`src/rtl/ram64_block_mover_pkg.sv`:
```
// Shared constants and state encoding for the RAM64 block mover.
// Default widths describe a 64-word, 16-bit RAM.
package ram_mover_pkg;
  localparam int DEF_ADDR_W = 6;
  localparam int DEF_DATA_W = 16;
  localparam int DEF_LEN_W  = 7;
  localparam int MAX_LEN    = 2**DEF_ADDR_W;

  typedef enum logic [2:0] {
    IDLE = 3'd0,
    FILL = 3'd1,
    RD   = 3'd2,
    WR   = 3'd3,
    DONE = 3'd4
  } state_t;

  localparam logic OP_FILL = 1'b0;
  localparam logic OP_COPY = 1'b1;
endpackage

```
`src/rtl/ram64_block_mover_if.sv`:
```
// Command, host pass-through and RAM-port bundle for the block mover.
// master = parent/host side, slave = the mover itself.
interface ram64_block_mover_if import ram_mover_pkg::*; #(
  parameter int ADDR_W = DEF_ADDR_W,
  parameter int DATA_W = DEF_DATA_W,
  parameter int LEN_W  = DEF_LEN_W
);
  logic              start;
  logic              op;
  logic [ADDR_W-1:0] src;
  logic [ADDR_W-1:0] dst;
  logic [LEN_W-1:0]  len;
  logic [DATA_W-1:0] fill_val;
  logic [DATA_W-1:0] host_in;
  logic              host_load;
  logic [ADDR_W-1:0] host_addr;
  logic [DATA_W-1:0] host_out;
  logic              host_ready;
  logic              busy;
  logic              done;
  logic [DATA_W-1:0] mem_in;
  logic              mem_load;
  logic [ADDR_W-1:0] mem_addr;
  logic [DATA_W-1:0] mem_out;

  modport master (
    output start, op, src, dst, len, fill_val, host_in, host_load, host_addr, mem_out,
    input  host_out, host_ready, busy, done, mem_in, mem_load, mem_addr
  );

  modport slave (
    input  start, op, src, dst, len, fill_val, host_in, host_load, host_addr, mem_out,
    output host_out, host_ready, busy, done, mem_in, mem_load, mem_addr
  );
endinterface

```
`src/rtl/ram64_block_mover.sv`:
```
// Sequencer owning a RAM64 port: host pass-through in IDLE, block FILL or
// forward block COPY otherwise. The RAM itself is instantiated by the parent.
module ram64_block_mover import ram_mover_pkg::*; #(
  parameter int ADDR_W = DEF_ADDR_W,
  parameter int DATA_W = DEF_DATA_W,
  parameter int LEN_W  = DEF_LEN_W
) (
  input logic CLK,
  input logic reset,
  ram64_block_mover_if.slave bus
);
  localparam int MAX_WORDS = 2**ADDR_W;

  state_t            state_q, state_d;
  logic [ADDR_W-1:0] src_q, dst_q;
  logic [LEN_W-1:0]  cnt_q, len_sat;
  logic [DATA_W-1:0] fill_q, data_q;

  logic [ADDR_W-1:0] mem_addr;
  logic [DATA_W-1:0] mem_in;
  logic              mem_load, busy, done, host_ready;

  assign len_sat = (bus.len > LEN_W'(MAX_WORDS)) ? LEN_W'(MAX_WORDS) : bus.len;

  always_ff @(posedge CLK) begin
    if (reset) begin
      state_q <= IDLE;
      cnt_q   <= '0;
      data_q  <= '0;
      src_q   <= '0;
      dst_q   <= '0;
      fill_q  <= '0;
    end else begin
      state_q <= state_d;
      case (state_q)
        IDLE: if (bus.start) begin
          src_q  <= bus.src;
          dst_q  <= bus.dst;
          fill_q <= bus.fill_val;
          cnt_q  <= len_sat;
        end
        FILL, WR: begin
          dst_q <= dst_q + ADDR_W'(1);
          cnt_q <= cnt_q - LEN_W'(1);
        end
        RD: begin
          data_q <= bus.mem_out;
          src_q  <= src_q + ADDR_W'(1);
        end
        default: ;
      endcase
    end
  end

  always_comb begin
    state_d    = state_q;
    mem_addr   = bus.host_addr;
    mem_in     = bus.host_in;
    mem_load   = 1'b0;
    busy       = 1'b0;
    done       = 1'b0;
    host_ready = 1'b0;
    case (state_q)
      IDLE: begin
        host_ready = 1'b1;
        mem_load   = bus.host_load;
        if (bus.start) begin
          if (len_sat == '0)          state_d = DONE;
          else if (bus.op == OP_COPY) state_d = RD;
          else                        state_d = FILL;
        end
      end
      FILL: begin
        busy     = 1'b1;
        mem_addr = dst_q;
        mem_in   = fill_q;
        mem_load = 1'b1;
        if (cnt_q == LEN_W'(1)) state_d = DONE;
      end
      RD: begin
        busy     = 1'b1;
        mem_addr = src_q;
        state_d  = WR;
      end
      WR: begin
        busy     = 1'b1;
        mem_addr = dst_q;
        mem_in   = data_q;
        mem_load = 1'b1;
        state_d  = (cnt_q == LEN_W'(1)) ? DONE : RD;
      end
      DONE: begin
        done    = 1'b1;
        state_d = IDLE;
      end
      default: state_d = IDLE;
    endcase
    // a reset cycle must never commit a write, whatever the state drives
    if (reset) mem_load = 1'b0;
  end

  assign bus.mem_addr   = mem_addr;
  assign bus.mem_in     = mem_in;
  assign bus.mem_load   = mem_load;
  assign bus.busy       = busy;
  assign bus.done       = done;
  assign bus.host_ready = host_ready;
  assign bus.host_out   = bus.mem_out;
endmodule
```
`src/flat_wrapper.sv`:
```
// flat-port wrapper written by rule: the top's interface ports become plain ports
module ram64_block_mover_flat import ram_mover_pkg::*;
#(
  parameter int ADDR_W = DEF_ADDR_W,
  parameter int DATA_W = DEF_DATA_W,
  parameter int LEN_W  = DEF_LEN_W
)
  (CLK, reset, bus_start, bus_op, bus_src, bus_dst, bus_len, bus_fill_val, bus_host_in, bus_host_load, bus_host_addr, bus_mem_out, bus_host_out, bus_host_ready, bus_busy, bus_done, bus_mem_in, bus_mem_load, bus_mem_addr);
  ram64_block_mover_if #(.ADDR_W(ADDR_W), .DATA_W(DATA_W), .LEN_W(LEN_W)) bus_i ();
  input logic CLK;
  input logic reset;
  input wire logic [$bits(bus_i.start)-1:0] bus_start;
  input wire logic [$bits(bus_i.op)-1:0] bus_op;
  input wire logic [$bits(bus_i.src)-1:0] bus_src;
  input wire logic [$bits(bus_i.dst)-1:0] bus_dst;
  input wire logic [$bits(bus_i.len)-1:0] bus_len;
  input wire logic [$bits(bus_i.fill_val)-1:0] bus_fill_val;
  input wire logic [$bits(bus_i.host_in)-1:0] bus_host_in;
  input wire logic [$bits(bus_i.host_load)-1:0] bus_host_load;
  input wire logic [$bits(bus_i.host_addr)-1:0] bus_host_addr;
  input wire logic [$bits(bus_i.mem_out)-1:0] bus_mem_out;
  output wire logic [$bits(bus_i.host_out)-1:0] bus_host_out;
  output wire logic [$bits(bus_i.host_ready)-1:0] bus_host_ready;
  output wire logic [$bits(bus_i.busy)-1:0] bus_busy;
  output wire logic [$bits(bus_i.done)-1:0] bus_done;
  output wire logic [$bits(bus_i.mem_in)-1:0] bus_mem_in;
  output wire logic [$bits(bus_i.mem_load)-1:0] bus_mem_load;
  output wire logic [$bits(bus_i.mem_addr)-1:0] bus_mem_addr;
  assign bus_i.start = bus_start;
  assign bus_i.op = bus_op;
  assign bus_i.src = bus_src;
  assign bus_i.dst = bus_dst;
  assign bus_i.len = bus_len;
  assign bus_i.fill_val = bus_fill_val;
  assign bus_i.host_in = bus_host_in;
  assign bus_i.host_load = bus_host_load;
  assign bus_i.host_addr = bus_host_addr;
  assign bus_i.mem_out = bus_mem_out;
  assign bus_host_out = bus_i.host_out;
  assign bus_host_ready = bus_i.host_ready;
  assign bus_busy = bus_i.busy;
  assign bus_done = bus_i.done;
  assign bus_mem_in = bus_i.mem_in;
  assign bus_mem_load = bus_i.mem_load;
  assign bus_mem_addr = bus_i.mem_addr;
  ram64_block_mover #(.ADDR_W(ADDR_W), .DATA_W(DATA_W), .LEN_W(LEN_W)) u_core (.CLK(CLK), .reset(reset), .bus(bus_i));
endmodule
```
`config.mk`:
```
export PLATFORM = sky130hd
export DESIGN_NAME = ram64_block_mover_flat
export DESIGN_NICKNAME = d
export VERILOG_FILES = /design/src/rtl/ram64_block_mover_pkg.sv /design/src/rtl/ram64_block_mover_if.sv /design/src/rtl/ram64_block_mover.sv /design/src/flat_wrapper.sv
export SDC_FILE = /design/constraint.sdc
export NUM_CORES = 1
export LEC_CHECK = 0
export ABC_AREA = 1
export CAP_MARGIN = 5
export CORE_ASPECT_RATIO = 1.75
export CORE_MARGIN = 2
export CORE_UTILIZATION = 35
export DETAILED_ROUTE_END_ITERATION = 8
export DONT_BUFFER_PORTS = 1
export GPL_ROUTABILITY_DRIVEN = 0
export RECOVER_POWER = 50
export SYNTH_ARGS = -nofsm -noshare
export SYNTH_HDL_FRONTEND = slang
export SYNTH_SLANG_ARGS = --single-unit
```
`constraint.sdc`:
```
create_clock -name CLK -period 1.5 [get_ports CLK]
set_input_delay 0.3 -clock CLK [delete_from_list [all_inputs] [get_ports CLK]]
set_output_delay 0.3 -clock CLK [all_outputs]
set_load 0.01 [all_outputs]
```
==> flow_summary.ini <==
[status]
status = complete, but fails checks
violations = setup timing

[global_route]
first_global_vias = 2975
grt_pass1_wl_mm = 14.37
antenna_found_initial = 0
gr-usage-all-layers = 0.1985
grt_overflow = 0
grt_max_degree = 33

[routing]
drt_pass1_iterations = 4
drt-initial-drc-count = 114
vias_per_cell = 5.227
wirelength_mm = 9.610
post_drt_wl_per_cell_um = 16.04
vias = 3131
drc = 0
drtAntennaViolNets = 0

[placement]
placed_cell_area_mm2 = 0.003194
portBuffers = 0
dp_hpwl_mm = 6.277

[sta]
fin_crit_ns = 1.728
worst_slew_pin_slew_ns = 0.5490
worst_slack_ns = -0.2284
finalSetupViolCount = 50
drv_slew = 0
skew_ns = 0.007917
relSlewSlack = 0.6335
holdWs_ns = 0.05998
hold_violations = 0
rsz0062_at_grt = yes
period_share = 1.152
fmax_mhz = 578.6

[yosys]
synth_top_cell_by_area = dfxtp_1
synth.avg_cell_area_um2 = 6.709
synth-edff-count = 0
yosysMostFrequentCell = nand2_1
yosysWarnings = 0
netlist_top_cells_count = nand2_1, a21oi_1, dfxtp_1, inv_1
ys_seq_area_frac = 0.3511
synthesis.area_mm2 = 0.003079
syn_inst = 459
synth_top_area_share = 0.3511
synth-main-ff-cell = dfxtp_1
synth_seq_cells = 54
async_flop_share = 0
yosys-top-cells-area = dfxtp_1, nand2_1, a21oi_1, inv_1, o21ai_0
synthDistinctLibCells = 33
syn_nets = 541

[layout]
diodes = 0
drive_above_1_share = 0.2614
layout.nets = 563
area_delta_synth_final_pct = 29.26
design_area_mm2 = 0.003980

[die]
die_area_mm2 = 0.009594
ios = 120
die_y_um = 128.1
rows = 45
die_width_um = 74.91
initial_core_util = 0.3574
core_area_mm2 = 0.008615

[job]
maxCapViolCount = 0

[worst_setup_path]
crit_type = reg -> out
critPathTopFamily = flip-flops
crit_path_max_fanout = 5
path_buf_inv = 2
cpPeakStageDelay_ns = 0.41
worstPathRequired_ns = 1.20
cp-end-kind = primary output
crit_chain = clkinvlp_4, nor2_8, nand2_1, o211ai_1, buf_4
crit_arrival_ns = 1.43
slowest_stage = dfxtp_4
startpoint_type = flop

[clock_network]
clk_latency_ns = 0.30
cts_buffers = 5
htreeDepth = 2
clock-sinks = 54
path_clk_slew_ns = 0.07
clk_path_buf_depth = 2
cts-root-buf = clkbuf_16
cts_tree = yes

[power]
cellLeakagePower_nw = 1.633
ir_worst_vdd_v = 0.001063
power.density_mw_per_mm2 = 2313
power_mw = 9.205

[worst_hold_path]
hold_path_class = in -> reg
-- where the power goes --
group          total, mW  internal, mW  switching [mW]  leakage (nW)
clock               1.36         0.792           0.564        0.0842
sequential          2.25          1.91           0.343         0.446
combinational       5.60          2.40            3.20          1.10
-- per-layer routing --
layer,wire (um),global-route usage
met5,0,0
met3,483,0.03695
met1,3327,0.1990
met4,298,0.08193
met2,5501,0.3787
-- per-stage QoR --
stage / cells / setup TNS [ns] / util / setup slack, ns
floorplan: 459 / 0 / - / 0.007361
global placement: 564 / -0.1749 / 0.3708 / -0.05467
detailed placement: 564 / -0.5063 / 0.3708 / -0.06896
CTS: 588 / -3.485 / 0.4231 / -0.2013
global route: 599 / -9.053 / 0.4620 / -0.2880
finish: 599 / -6.083 / 0.4620 / -0.2284
-- placed cells by master (no fill, tap or decap), drive strengths merged, types with 2 or more instances in the layout --
master	netlist	final
a31oi	2	2
nand2	120	120
o21ai	41	41
o211ai	17	17
a21oi	55	55
or2	2	2
buf	32	46
ha	4	4
nand4	3	3
inv	53	53
nor2	36	38
dfxtp	54	54
nor3	7	7
clkbuf	5	6
clkinv	0	2
a21boi	2	2
nand3	22	23
-- area by class of cell --
| type | count | area [um2] |
|---|---|---|
| Tap cell | 117 | 146.4 |
| Timing Repair Buffer | 48 | 524.3 |
| Fill cell | 878 | 4634 |
| Timing Repair inverter | 1 | 11.26 |
| Sequential cell | 54 | 1090 |
| Multi-Input combinational cell | 318 | 1809 |
| Clock buffer | 5 | 125.1 |
| Inverter | 53 | 230.2 |
| Clock inverter | 3 | 43.79 |
-- cell families after synthesis --
group	share of synthesized area
fa+ha+maj	0.01625
buf+inv	0.1487
simple gates	0.2674
flops	0.3511
compound gates	0.2166
-- worst paths after layout --
kind / start / to / slack, ns / depth (start not counted)
worst max-delay path: u_core.state_q[1]$_SDFFE_PP0P_ / bus_mem_in[4] / -0.23 / 5
worst min register to register: u_core.fill_q[12]$_SDFFE_PP0P_ / u_core.fill_q[12]$_SDFFE_PP0P_ / 0.46 / 2
worst max register to register: u_core.state_q[2]$_SDFFE_PP0P_ / u_core.src_q[3]$_SDFFE_PP0P_ / -0.13 / 9
worst min-delay path: reset / u_core.data_q[15]$_SDFFE_PP0P_ / 0.06 / 1
-- sequential cells by signal (all words and copies together) (netlist names) --
register and cells:
u_core.dst_q 6, u_core.cnt_q 7, u_core.state_q 3, u_core.fill_q 16
u_core.data_q 16, u_core.src_q 6
-- timing repair --
action / in CTS / in global routing
hold buffers: 0 / 0
hold endpoints to repair: 0 / 0
pin swaps: 8 / 23
setup endpoints to repair: 28 / 69
gates resized for setup: 34 / 68
setup buffers: 12 / 9
gates cloned: 4 / 2
(Power assumes the default switching activity.)
